[src/rtl/m55_arb_pkg.sv]
// Shared constants, types and helpers for the m55 lane-memory arbiter.
package m55_arb_pkg;

    localparam int COORD_W  = 3;
    localparam int LANE_MAX = 4;

    typedef logic [COORD_W-1:0] coord_t;

    typedef enum logic {
        IDLE  = 1'b0,
        OWNED = 1'b1
    } state_t;

    // True when both coordinates address a real lane of the 5x5 array.
    function automatic logic coord_ok(coord_t x, coord_t y);
        return (x <= coord_t'(LANE_MAX)) && (y <= coord_t'(LANE_MAX));
    endfunction

endpackage

[src/rtl/m55_arb_rr_pick.sv]
// Combinational round-robin winner: first set bit of (req & ~excl)
// scanning upward from ptr, wrapping modulo NREQ.
module m55_arb_rr_pick #(
    parameter int NREQ = 2,
    parameter int PW   = (NREQ > 1) ? $clog2(NREQ) : 1
) (
    input  logic [NREQ-1:0] req,
    input  logic [NREQ-1:0] excl,
    input  logic [PW-1:0]   ptr,
    output logic            any,
    output logic [PW-1:0]   winner
);

    logic [NREQ-1:0] cand;

    assign cand = req & ~excl;

    // Scan candidates starting at the round-robin pointer.
    always_comb begin
        // NOTE: every output gets a default before the loop, so no path through this block can infer a latch.
        any    = 1'b0;
        winner = '0;
        for (int i = 0; i < NREQ; i++) begin
            logic [PW-1:0] idx;
            idx = PW'((int'(ptr) + i) % NREQ);
            if (!any && cand[idx]) begin
                any    = 1'b1;
                winner = idx;
            end
        end
    end

endmodule

[src/rtl/m55_arb.sv]
// Round-robin arbiter sharing one m55 5x5 lane memory between NREQ
// requesters, with locked bursts and read-data tagging back to the issuer.
module m55_arb
    import m55_arb_pkg::*;
#(
    parameter int NREQ   = 2,
    parameter int RD_LAT = 1,
    parameter int DW     = 64
) (
    input  logic                    clk,
    input  logic                    reset,
    input  logic [NREQ-1:0]         req,
    input  logic [NREQ-1:0]         lock,
    input  logic [NREQ-1:0]         wr,
    input  logic [COORD_W*NREQ-1:0] ax,
    input  logic [COORD_W*NREQ-1:0] ay,
    input  logic [COORD_W*NREQ-1:0] wx,
    input  logic [COORD_W*NREQ-1:0] wy,
    input  logic [DW*NREQ-1:0]      wd,
    output logic [NREQ-1:0]         gnt,
    output logic [NREQ-1:0]         rvalid,
    output logic [DW-1:0]           rdata,
    output logic                    err,
    output coord_t                  mem_ax,
    output coord_t                  mem_ay,
    output coord_t                  mem_wx,
    output coord_t                  mem_wy,
    output logic                    mem_wr,
    output logic [DW-1:0]           mem_wd,
    input  logic [DW-1:0]           mem_rd
);

    localparam int PW = (NREQ > 1) ? $clog2(NREQ) : 1;
    localparam logic [NREQ-1:0] ONE = NREQ'(1);

    state_t          state;
    logic [PW-1:0]   owner;
    logic [PW-1:0]   rr_ptr;

    logic [NREQ-1:0] excl;
    logic            pick_any;
    logic [PW-1:0]   pick_win;
    logic [PW-1:0]   nxt_ptr;
    logic            hold;
    logic            do_grant;
    logic            do_idle;

    // The releasing owner never wins its own hand-off decision.
    assign excl = (state == OWNED) ? gnt : '0;

    m55_arb_rr_pick #(
        .NREQ (NREQ),
        .PW   (PW)
    ) u_pick (
        .req    (req),
        .excl   (excl),
        .ptr    (rr_ptr),
        .any    (pick_any),
        .winner (pick_win)
    );

    assign nxt_ptr  = (pick_win == PW'(NREQ - 1)) ? '0 : PW'(pick_win + 1'b1);
    assign hold     = (state == OWNED) && req[owner] && lock[owner];
    assign do_grant = pick_any && ((state == IDLE) || !hold);
    assign do_idle  = (state == OWNED) && !hold && !pick_any;

    // Ownership FSM: grant, hold under lock, hand off or drop to IDLE.
    always_ff @(posedge clk) begin
        // NOTE: sequential state uses non-blocking assignments so every register samples pre-edge values.
        if (reset) begin
            state  <= IDLE;
            owner  <= '0;
            rr_ptr <= '0;
            gnt    <= '0;
        end else if (do_grant) begin
            state  <= OWNED;
            owner  <= pick_win;
            rr_ptr <= nxt_ptr;
            gnt    <= ONE << pick_win;
        end else if (do_idle) begin
            state  <= IDLE;
            gnt    <= '0;
        end
    end

    // Access cycle: the owner is granted and still requesting.
    logic   acc;
    coord_t cur_ax, cur_ay, cur_wx, cur_wy;
    logic   rd_ok, wr_ok;
    logic   push;

    assign acc    = (|(gnt & req)) && !reset;
    assign cur_ax = ax[int'(owner)*COORD_W +: COORD_W];
    assign cur_ay = ay[int'(owner)*COORD_W +: COORD_W];
    assign cur_wx = wx[int'(owner)*COORD_W +: COORD_W];
    assign cur_wy = wy[int'(owner)*COORD_W +: COORD_W];
    assign rd_ok  = coord_ok(cur_ax, cur_ay);
    assign wr_ok  = coord_ok(cur_wx, cur_wy);
    assign push   = acc && !wr[owner];

    // Memory pins follow the owner only during an access cycle, else idle at 0.
    always_comb begin
        mem_ax = '0;
        mem_ay = '0;
        mem_wx = '0;
        mem_wy = '0;
        mem_wd = '0;
        mem_wr = 1'b0;
        if (acc) begin
            mem_ax = cur_ax;
            mem_ay = cur_ay;
            mem_wx = cur_wx;
            mem_wy = cur_wy;
            mem_wd = wd[int'(owner)*DW +: DW];
            mem_wr = wr[owner] && wr_ok;
        end
    end

    // Sticky coordinate error; only reset clears it.
    always_ff @(posedge clk) begin
        if (reset) begin
            err <= 1'b0;
        end else if (acc && (wr[owner] ? !wr_ok : !rd_ok)) begin
            err <= 1'b1;
        end
    end

    // Read tag pipeline aligned with the memory read latency.
    logic          out_v;
    logic          out_bad;
    logic [PW-1:0] out_id;

    if (RD_LAT == 0) begin : g_tag_comb
        assign out_v   = push;
        assign out_bad = !rd_ok;
        assign out_id  = owner;
    end else begin : g_tag_pipe
        logic [RD_LAT-1:0] tag_v;
        logic [RD_LAT-1:0] tag_bad;
        logic [PW-1:0]     tag_id [RD_LAT];

        // Shift tags one stage per cycle; ownership changes do not disturb them.
        always_ff @(posedge clk) begin
            // NOTE: these tag registers are reset (unlike a data store) because a stale valid bit would fire a phantom rvalid.
            if (reset) begin
                tag_v   <= '0;
                tag_bad <= '0;
                for (int i = 0; i < RD_LAT; i++) tag_id[i] <= '0;
            end else begin
                tag_v[0]   <= push;
                tag_bad[0] <= !rd_ok;
                tag_id[0]  <= owner;
                for (int i = 1; i < RD_LAT; i++) begin
                    tag_v[i]   <= tag_v[i-1];
                    tag_bad[i] <= tag_bad[i-1];
                    tag_id[i]  <= tag_id[i-1];
                end
            end
        end

        assign out_v   = tag_v[RD_LAT-1];
        assign out_bad = tag_bad[RD_LAT-1];
        assign out_id  = tag_id[RD_LAT-1];
    end

    assign rvalid = out_v ? (ONE << out_id) : '0;
    assign rdata  = (out_v && !out_bad) ? mem_rd : '0;

endmodule

[config.mk]
export PLATFORM = sky130hd
export DESIGN_NAME = m55_arb
export DESIGN_NICKNAME = d
export VERILOG_FILES = /design/src/rtl/m55_arb_pkg.sv /design/src/rtl/m55_arb_rr_pick.sv /design/src/rtl/m55_arb.sv
export SDC_FILE = /design/constraint.sdc
export NUM_CORES = 1
export LEC_CHECK = 0
export CORE_AREA = 8 8 136 138
export DETAILED_ROUTE_END_ITERATION = 8
export DIE_AREA = 0 0 144 146
export GPL_TIMING_DRIVEN = 0
export PLACE_DENSITY = 0.57
export SLEW_MARGIN = 30
export SYNTH_ARGS = -nofsm -noshare
export SYNTH_HDL_FRONTEND = slang
export SYNTH_HIERARCHICAL = 1
export SYNTH_SLANG_ARGS = --single-unit
[constraint.sdc]
create_clock -name clk -period 1.4 [get_ports clk]
set_input_delay 0.21 -clock clk [delete_from_list [all_inputs] [get_ports clk]]
set_output_delay 0.21 -clock clk [all_outputs]
set_load 0.01 [all_outputs]
# Word level (Yosys, flattened, before mapping)
# Memories as Yosys holds them, arrays and structs flattened.
# Index checks and enable logic that the tools add are counted.
# W data, S select, Z words.
word_totals:
  reg_bits: 8
  mem_bits_rw: 1
  input_bits: 224
  out_inout_bits: 146
  word_cells: 88
  mem_count: 1
memory_table:
  columns: ["name", "depth", "word_bits", "read_ports", "rd_ports_with_merged_regs", "wr", "line_no", "text"]
  rows:
  - ["g_tag_pipe.tag_id", 1, 1, 1, 0, 1, "m55_arb.sv:140", "logic [PW-1:0] tag_id [RD_LAT];"]
classes:
  n_addsub: 2
  multipliers: 1
  n_lt_le_gt_ge: 7
  shift: 7
  mux: 34
  bitwise: 4
  n_reduce_logical: 25
op_table:
  columns: ["op", "count"]
  rows:
  - ["$mux W64", 2]
  - ["$shiftx A128 B8 Y64", 1]
  - ["$shiftx A6 B32 Y3", 3]
  - ["$mux W1", 24]
  - ["$logic_and A1 B1 Y1", 13]
  - ["$le A3 B3 Y1 const B", 4]
  - ["$mux W3", 4]
  - ["$logic_not A1 Y1", 8]
  - ["$mux W2", 4]
  - ["$lt A1 B2 Y1 const B", 3]
  - ["$shiftx A6 B4 Y3", 1]
  - ["$and A2 B2 Y2", 2]
  - ["$shl A1 B1 Y2 const A", 2]
  - ["$mul A1 B2 Y3 const B", 1]
  - ["$add A1 B1 Y1 const B", 2]
  - ["$not A2 Y2", 1]
  - ["$reduce_bool A2 Y1", 1]
  - ["$reduce_or A2 Y1", 1]
  - ["$logic_or A1 B1 Y1", 1]
  - ["$not A1 Y1", 1]
  - ["$reduce_or A1 Y1", 1]

# Depth between registers and ports, before layout
# Gate-level depths: netlist of run 1.
logic_depth:
  depth_word: 13
  ltp_mapped: 6
  mapped_depth_nobuf: 5

# By module
# The synthesis of run 1 kept the hierarchy.
modules_own_cells:
  columns: ["module", "instances", "cells_each", "area_per_inst_um2"]
  rows:
  - ["m55_arb", 1, 303, 2084.5]
  - ["m55_arb_rr_pick", 1, 5, 36.3]

# Worst setup path after synthesis of run 1
# No wires, ideal clock.
synth_timing:
  kind: "register to output"
  from: "reg gnt[0]"
  to: "out mem_wr"
  t_arrival_ns: 1.299
  required_ns: 1.190
  path_slack_ns: -0.109
  path_stages_with_launch: 6
  n_path_buf: 2
  cell_sequence: "dfxtp_1 a22oi_1 or2_1 buf_6 buf_6 nor4_2"
synth_via:
  elab_chain_cells: 4
synth_rtl:
  columns: ["item", "line_no", "text"]
  rows:
  - ["start, declared", "m55_arb.sv:20", "output logic [NREQ-1:0] gnt,"]
  - ["start signal, assigned", "m55_arb.sv:79", "gnt <= ONE << pick_win;"]
  - ["$and A2 B2 Y2", "m55_arb.sv:92", "assign acc = (|(gnt & req)) && !reset;"]
  - ["$reduce_or A2 Y1", "m55_arb.sv:92", null]
  - ["$logic_and A1 B1 Y1", "m55_arb.sv:92", null]
  - ["$mux W1", "m55_arb.sv:109", "if (acc) begin"]
  - ["end, declared", "m55_arb.sv:28", "output logic mem_wr,"]
# No other way between the ends.

# Worst setup path after layout of run 1
layout_timing:
  from: "reg owner"
  to: "out mem_ax[1]"
layout_via:
  elab_chain_cells: 3
layout_rtl:
  columns: ["item", "line_no", "text"]
  rows:
  - ["start, declared", "m55_arb.sv:37", "logic [PW-1:0] owner;"]
  - ["start signal, assigned", "m55_arb.sv:77", "owner <= pick_win;"]
  - ["$mul A1 B2 Y3", "m55_arb.sv:93", "assign cur_ax = ax[int'(owner)*COORD_W +: COORD_W];"]
  - ["$shiftx A6 B32 Y3", "m55_arb.sv:93", null]
  - ["$mux W3", "m55_arb.sv:109", null]
  - ["end, declared", "m55_arb.sv:24", "output coord_t mem_ax,"]
# No other way between the ends.

==> reports/summary.md, run 1 <==
The flow ran to the end, but the final reports show violations. The checks that failed: negative setup slack. For this run, the top clock speed supported by timing is 570 MHz. In this run the tool buffered the top-level ports with 368 buffer cells.

Summing all placed instances gives a cell area of 0.00609 mm². The least setup slack across all paths after layout was -0.354 ns; the count of state elements after synthesis was 9. Setup violations remaining at the end of the flow were counted as 139. The placement row count came out at 47. Adder-cell share of the synthesized area: 0%. In this run the clock root is driven by a clkbuf_16. The clock tree skew after final layout is 0.00361 ns, and the fraction of the yosys area taken by sequential cells is 8.50%. The xor and xnor area share after synthesis is 0%, and the met2 layer wire length in the routed design is 10.0 mm. The routed design could run at a clock period as short as 1.75 ns. For the via count of the first global-routing pass, the log shows 4226. Signal routing reaches up to met4. The switching portion of total power came out at 31.3%. Ranked by total cell area, the synthesized netlist is headed by mux2i_1 34%, and2_1 20%, nor2_1 15%, dfxtp_1 8.5%, buf_6 4.8%. The completed layout was analyzed and its total power is 2.93 mW.

The transition at the pin with the smallest max-transition slack was 0.299 ns; the sequential group share of total power was 10.1%. The largest driver fanout on the critical path is 10. Classification of the worst-slack hold path: input pin to register. Detailed placement finished with a half-perimeter wire length of 14.4 mm.

The largest net degree at the start of global routing came out at 11. Wire length on met1: 6.27 mm. Dividing total power by cell area gives a power density of 373 mW/mm². After detailed routing, the number of remaining DRC violations is 0. The count of nets left with antenna violations once routing finished came out at 0. Wire segments on met3 add up to 1.53 mm in the final route. The finished layout cell area was 0.00785 mm²; the synthesized-area fraction occupied by and/or/nand/nor cells was 42.1%. Max-cap violations in this run came to 0. Counting every sink on the clock net gives 9. The global-route usage over all layers is 15.3%. By startpoint and endpoint, the worst setup path is classified as register to output pin. Global routing finished with a remaining overflow of 0. The worst path uses 125% of the clock period. The top-area cell type share of the netlist area was 34.0%. The tools report the sort of element at the end of the critical path as an output pin. In the routed layout, each cell is associated on average with a via count of 4.08.

From left edge to right edge, the die measures 144 µm. The run gives 0 as the number of antenna diodes. TritonCTS built the clock tree. The count of warnings emitted by yosys is 6, and the total routed wirelength is 18.2 mm. The pre-CTS setup slack is -1.17 ns, and the synthesized area per cell is 6.89 µm².

The logs give 3864 for the total number of vias and 13.0% for the initial cell density of the core. The tools report the post-synthesis instance area as 0.00212 mm². The number of different library cells used by synthesis comes to 30. The internal power came out at 2.01 mW. For the number of DRC violations after detailed-routing iteration 0, the log shows 66.

The logs give 0.0210 mm² for the area of the die and 0.862 for the routability congestion estimate. In the final layout, the share of cells above drive strength 1 is 53.8%. The largest family of logic cells by synthesized area is simple AND/OR/NAND/NOR gates. The number of nets handed over by synthesis was 532. Placeable core region: 0.0163 mm². Multiplexer cells account for 34.0% of the synthesized area. The synthesized netlist devotes 6.43% of its cell area to compound gates. The hold violation count in the final report came out at 0. The most common cell after layout, fill and taps aside was clkdlybuf4s50_1. The detailed-routing iteration count for the pre-antenna-repair pass was 4. Leaving out fill and tap cells, the most frequent cells in the layout are 221 x clkdlybuf4s50_1, 115 x buf_6, 64 x and2_4.

The number of max-slew violations in the final report is 0. The maximum vdd ir drop is 355 µV. Setup repair after global routing could not meet its margin everywhere.

The clock network accounts for 17.1% of the total power. The endpoint required time on the critical path was 1.19 ns; the number of clock buffers inserted by TritonCTS was 3. STA puts the critical path data arrival time at 1.54 ns. For the level count of the clock H-tree, the log shows 1.

The worst setup path is launched from a register. The later pin in the worst-skew pair is clocked with a latency of 0.23 ns. The area growth from synthesis to layout is 270%. The total number of nets in the final design is 953, and the count of hold-fix buffers inserted at cts is 0.

The clock transition at the registers of the reported paths was 0.04 ns; the wire length of the first global-routing pass was 24.8 mm. Headroom to the max-slew limit came out at 79.5%. The per-cell routed wire length was 19.2 µm; the share of the core filled with cells in the final layout was 48.2%. In the synthesized netlist, the number of instances is 308. The analysis attributes to cell leakage a power of 3.26 nW.

The floorplan step set the die height to 146 µm. Share of power burned in combinational logic: 72.8%. The largest total area in the synthesized netlist belongs to mux2i_1. The tightest hold path in the finished design has a slack of 0.179 ns. The run gives 0 as the number of antenna violations at the first check in global routing.

The logs give 2 for the clock tree buffer depth and 0.918 mW for the total net switching power. 370 I/O pins were placed.
==> flip-flops by register name, summed over array words and instances, names as in the netlist <==
name and count:
gnt 2, err 1, g_tag_pipe.tag_bad 1, g_tag_pipe.tag_id 1, g_tag_pipe.tag_v 1, owner 1, rr_ptr 1, state 1
==> cell type report <==
class                      count  area (µm²)
fill                        1547        8440
clock buffer                   4        78.8
multi-input combinational    269        2630
sequential                     9         188
buffer                        23         414
tap                          220         275
inverter                       4        15.0
timing repair buffer         419        4260
==> critical path: stages (launching register included) <==
cell and delay [ns]:
dfxtp_4 0.36, buf_12 0.12, buf_12 0.15, buf_8 0.17, mux2i_2 0.30, nor2_4 0.07, buf_6 0.12
==> metrics by stage <==
step / cells / TNS (ns)
final: 948 / -28.27
after CTS: 937 / -32.22
after global placement: 896 / -118.74
after detailed placement: 896 / -124.98
after floorplan: 308 / -0.0438
after global routing: 948 / -35.76
==> timing repair <==
item                       in CTS  in global routing
buffers inserted               27                 14
gates resized for setup       782                249
setup endpoints to repair     147                148
cloned                         10                  6
pin swaps                      54                 37
==> synthesized netlist by cell type <==
master,n
a21boi_2,1
nand2_1,4
dfxtp_1,9
buf_2,2
or3_1,1
a22oi_1,1
a21o_1,1
nor3_2,1
buf_4,2
nor2_1,86
nor4_2,1
inv_1,4
a21oi_1,7
buf_6,9
or2_1,1
nand3b_1,2
o21bai_1,1
clkbuf_1,13
o21ai_0,4
nor3b_2,1
mux2i_1,72
and2_1,67
nor3_1,2
nand2b_1,4
o22ai_1,4
nor2b_1,4
a31oi_1,1
and3b_1,1
nand3_1,1
o32ai_2,1
==> path summary, 6_finish.rpt <==
kind	startpoint	end	slack, ns	cells after the start
hold / removal	reset	gnt[0]	0.18	2
setup / recovery	owner	mem_ax[1]	-0.35	6
hold reg to reg	err	err	0.47	2
setup reg to reg	gnt[1]	gnt[0]	-0.04	6
==> power by group through the flow <==
| stage | registers, mW | logic [mW] | clock network [mW] |
|---|---|---|---|
| 2_1_floorplan | 0.299 | 0.517 | 0 |
| 3_5_place_dp | 0.301 | 1.50 | 0 |
| 4_1_cts | 0.295 | 1.71 | 0.514 |
| 5_1_grt | 0.299 | 2.25 | 0.531 |
| 6_report | 0.296 | 2.13 | 0.501 |
| 3_3_place_gp | 0.301 | 1.49 | 0 |
==> metal layers <==
layer | global-route usage [%] | vias to the layer above
met5 | 0 | -
met4 | 4.10 | 0
met3 | 4.99 | 20
met2 | 29.6 | 202
met1 | 14.9 | 1781
li1 | - | 1861
==> cell families (layout without fill, tap and decap cells) <==
| logic type | after synthesis | after routing |
|---|---|---|
| AOI/OAI and AO/OA | 21 | 21 |
| buffers and inverters | 30 | 450 |
| DFF | 9 | 9 |
| muxes | 72 | 72 |
| and+or+nand+nor | 176 | 176 |
Note: power is estimated with default switching activity, not from simulation.
==> run 2, diff against run 1 <==
--- a/config.mk
+++ b/config.mk
@@ -5,11 +5,12 @@
 export SDC_FILE = /design/constraint.sdc
 export NUM_CORES = 1
 export LEC_CHECK = 0
-export CORE_AREA = 8 8 136 138
+export ABC_AREA = 1
+export CORE_AREA = 8 8 137 139
 export DETAILED_ROUTE_END_ITERATION = 8
-export DIE_AREA = 0 0 144 146
+export DIE_AREA = 0 0 145 147
 export GPL_TIMING_DRIVEN = 0
-export PLACE_DENSITY = 0.57
+export PLACE_DENSITY = 0.56
 export SLEW_MARGIN = 30
 export SYNTH_ARGS = -nofsm -noshare
 export SYNTH_HDL_FRONTEND = slang
==> reports/summary.md, run 2 <==
The share of the core filled with cells in the final layout came out at 42.3%. In this run the power spent charging and discharging nets is 0.919 mW. The number of antenna violations at the first check in global routing is 0, and the post-synthesis cell type count is 16. Together, buffers and inverters on the worst path number 4.

The number of DRC violations after detailed-routing iteration 0 came out at 124. The sort of element at the end of the critical path is an output pin. After synthesis, the most frequently instantiated cells are 174 x nand2_1, 99 x inv_1, 82 x nor2_1.

The first global-routing pass estimated 27.3 mm of wire. For the instance count after placement with tap cells included, the log shows 1083. The achievable frequency was 582 MHz; the per-cell routed wire length was 16.8 µm. Leaving out fill and tap cells, the most frequent cell in the layout is clkdlybuf4s50_1. The routed via count divided by cell count is 3.99. Of all nets on the critical path, the largest fanout is 10. The number of hold buffers added after CTS was 0. The tools report the number of max-slew violations in the final report as 0. The initial cell density of the core was 12.9%. TritonCTS created 3 clock buffers. TritonCTS built the clock tree.

The cell leakage power is 3.57 nW, and the total routed wirelength is 18.9 mm. The run finished, with violations left. Entering global routing, the biggest net connects 11 pins. The highest cell delay on the worst timing path was 0.33 ns.

The count of nets left with antenna violations once routing finished came out at 0. For the hold violation count in the final report, the log shows 0. The post-layout minimum cycle time came out at 1.72 ns. After filler insertion, the fill cell instance count of the layout stands at 1777. The level count of the clock H-tree is 1, and the worst slew slack as a fraction of its limit is 85.9%. The final critical path takes up 123% of the cycle. Yosys attributes the largest share of cell area to nand2_1 30%, inv_1 17%, a21oi_1 16%, nor2_1 14%, dfxtp_1 8.3%.

Among the stages of the critical path, the cell type that occurs most often is nand2_1. For the worst path arrival time, the log shows 1.51 ns. The count of state elements after synthesis is 9.

For this run, the number of Yosys warnings is 6. The register with the highest flop count was gnt. When the netlist entered floorplanning its net count stood at 714. The flip-flop count of the largest register, all copies and words added was 2. On the critical path the largest part of the delay comes from buffers and inverters. The checks that failed: negative setup slack.

The top-area cell type share of the netlist area is 30.2%, and the relative contribution of the clock network to total power is 18.8%. The cell taking the most area after synthesis was nand2_1. Detailed placement ended at an HPWL of 15.2 mm.

Summing every instance area after synthesis gives 0.00216 mm². The post-route total power is 2.64 mW. The clock tree skew after final layout was 0.00158 ns. 0 antenna diodes ended up in the layout. Summing over every cut layer, the via total after detailed routing is 4490. The width of the die was 145 µm.

Primary flip-flop cell chosen by synthesis mapping: dfxtp_1. The logs give 1.19 ns for the endpoint required time on the critical path and 0.0213 mm² for the area of the die. In the synthesized netlist the async set-or-reset flop fraction comes to 0%. The switching portion of total power works out to 34.8%.

The run gives 0 as the max-cap check violation count. Setup repair after global routing could not meet its margin everywhere. The total number of nets in the final design was 1125. After detailed routing, the number of remaining DRC violations is 0. The ratio of cells with drive above 1 in the final layout came out at 36.1%. The root buffer cell chosen for the clock tree is clkbuf_16. The run gives 4726 as the via count of the first global-routing pass. Each instance of the synthesized netlist takes up on average 4.41 µm². The top cell types in the final layout, fill and taps aside, are 221 x clkdlybuf4s50_1, 173 x nand2_1, 96 x inv_1. The sequential group share of total power is 11.4%. The critical path is of the register to output pin type. Across all hold checks on the routed design, the worst slack comes to 0.275 ns.

The number of enable-type register cells in the synthesized netlist is 0, and the clock tree buffer depth is 2. Setup violations remaining at the end of the flow were counted as 141. Clock latency of the later-clocked register in the worst-skew pair: 0.23 ns. Sequential elements use 8.34% of the synthesized area.

In the global route stage, overall resource usage came out at 16.1%. The logs give -0.319 ns for the least setup slack across all paths after layout and 48 for the placement row count. At the end of routability-driven placement, the weighted congestion stood at 0.788.

The logs give 0 for the sum of overflow across all layers after global routing and 1.72 mW for the internal power. After clock tree synthesis, the clock-pin slew on the worst setup and hold paths is 0.04 ns. The number of sinks on the clock net is 9, and the area added between synthesis and finish is 228%. Combinational logic burns 69.8% of the power.

During placement, the flow inserted port buffers numbering 368. The logs give 490 for the number of instances in the synthesized netlist and 0.0168 mm² for the placeable core region. The critical path goes through nand2_1 > nand2_1 > inv_2 > nor2_4 > inv_6 > clkbuf_8 > a21oi_1 > clkdlybuf4s15_2. At the pin with the least slew margin, the transition time is 0.211 ns.

For this design the ratio of total power to cell area is 372 mW/mm². The most common cell in the synthesized netlist is nand2_1. The vertical die dimension is 147 µm. For this design, the slowest cell found on the critical path is dfxtp_2. The finished layout holds 1125 standard cells, fillers aside. At the placement stage, the worst setup path has a slack of -1.28 ns. The classification of the worst-slack hold path was input pin to register. IR analysis of the VDD net gives a maximum drop of 310 µV. The detailed-routing iteration count for the pre-antenna-repair pass came out at 6. The number of top-level pins is 370.

The type of origin of the critical path is a register.
run 2: changes by cell type in the layout (fill, tap and decap cells not counted), moves of 7 or more:
| cell | previous run | this run |
|---|---|---|
| nand2_1 | 2 | 173 |
| inv_1 | 3 | 96 |
| and2_4 | 64 | 0 |
| buf_2 | 48 | 94 |
| buf_6 | 115 | 70 |
| mux2i_1 | 43 | 0 |
| a21oi_1 | 4 | 41 |
| a21oi_2 | 2 | 26 |
| mux2i_4 | 22 | 0 |
| nor2_1 | 32 | 18 |
| nor2_4 | 29 | 43 |
| clkbuf_16 | 11 | 4 |
| mux2i_2 | 7 | 0 |
run 2: power groups by stage:
stage | combinational (mW) | clock [mW] | sequential (mW)
4_1_cts | 1.75 | 0.508 | 0.300
3_5_place_dp | 1.54 | 0 | 0.302
2_1_floorplan | 0.513 | 0 | 0.299
6_report | 1.84 | 0.496 | 0.301
3_3_place_gp | 1.54 | 0 | 0.301
5_1_grt | 1.99 | 0.531 | 0.304
run 2: path summary, 6_finish.rpt:
kind | from | end | slack, ns | cells after the start
hold reg to reg | err | err | 0.45 | 2
setup reg to reg | gnt[0] | gnt[1] | 0.09 | 10
hold / removal | reset | gnt[0] | 0.27 | 2
setup / recovery | gnt[0] | mem_wd[41] | -0.32 | 8
run 2: layout make-up:
class / instances / area [µm²] / area share, %
multi-input cells: 350 / 1980 / 27.9
well taps: 225 / 282 / 3.97
repair buffers: 406 / 3760 / 53.1
inverters: 101 / 389 / 5.49
plain buffers: 30 / 410 / 5.79
clock buffers: 4 / 78.8 / 1.11
flip-flops and latches: 9 / 188 / 2.65
run 2: kinds of logic (layout without fill, tap and decap cells):
group	after synthesis	after routing	synth area share, %
simple gates	269	271	47.7
buf+inv	133	541	25.7
compound gates	79	79	18.3
flops	9	9	8.34
run 2: layer usage:
layer / global-route usage, % / vias up / part of all wire, %
li1: - / 2258 / -
met1: 16.2 / 1982 / 36
met2: 31.1 / 237 / 53
met3: 6.31 / 13 / 9.6
met4: 2.37 / 0 / 1.2
met5: 0 / - / 0
run 2: repair_timing:
action | 4_1_cts | 5_1_grt
gates resized for setup | 762 | 133
pin swaps | 4 | 9
setup buffers | 24 | 6
gates cloned | 10 | 1
setup endpoints to repair | 146 | 147
run 2: stage by stage:
stage / area (µm²) / setup TNS [ns]
2_1_floorplan: 2170 / -0.0109
3_3_place_gp: 6130 / -126.62
3_5_place_dp: 6130 / -128.48
4_1_cts: 6580 / -28.91
5_1_grt: 7090 / -34.96
6_report: 7090 / -24.49
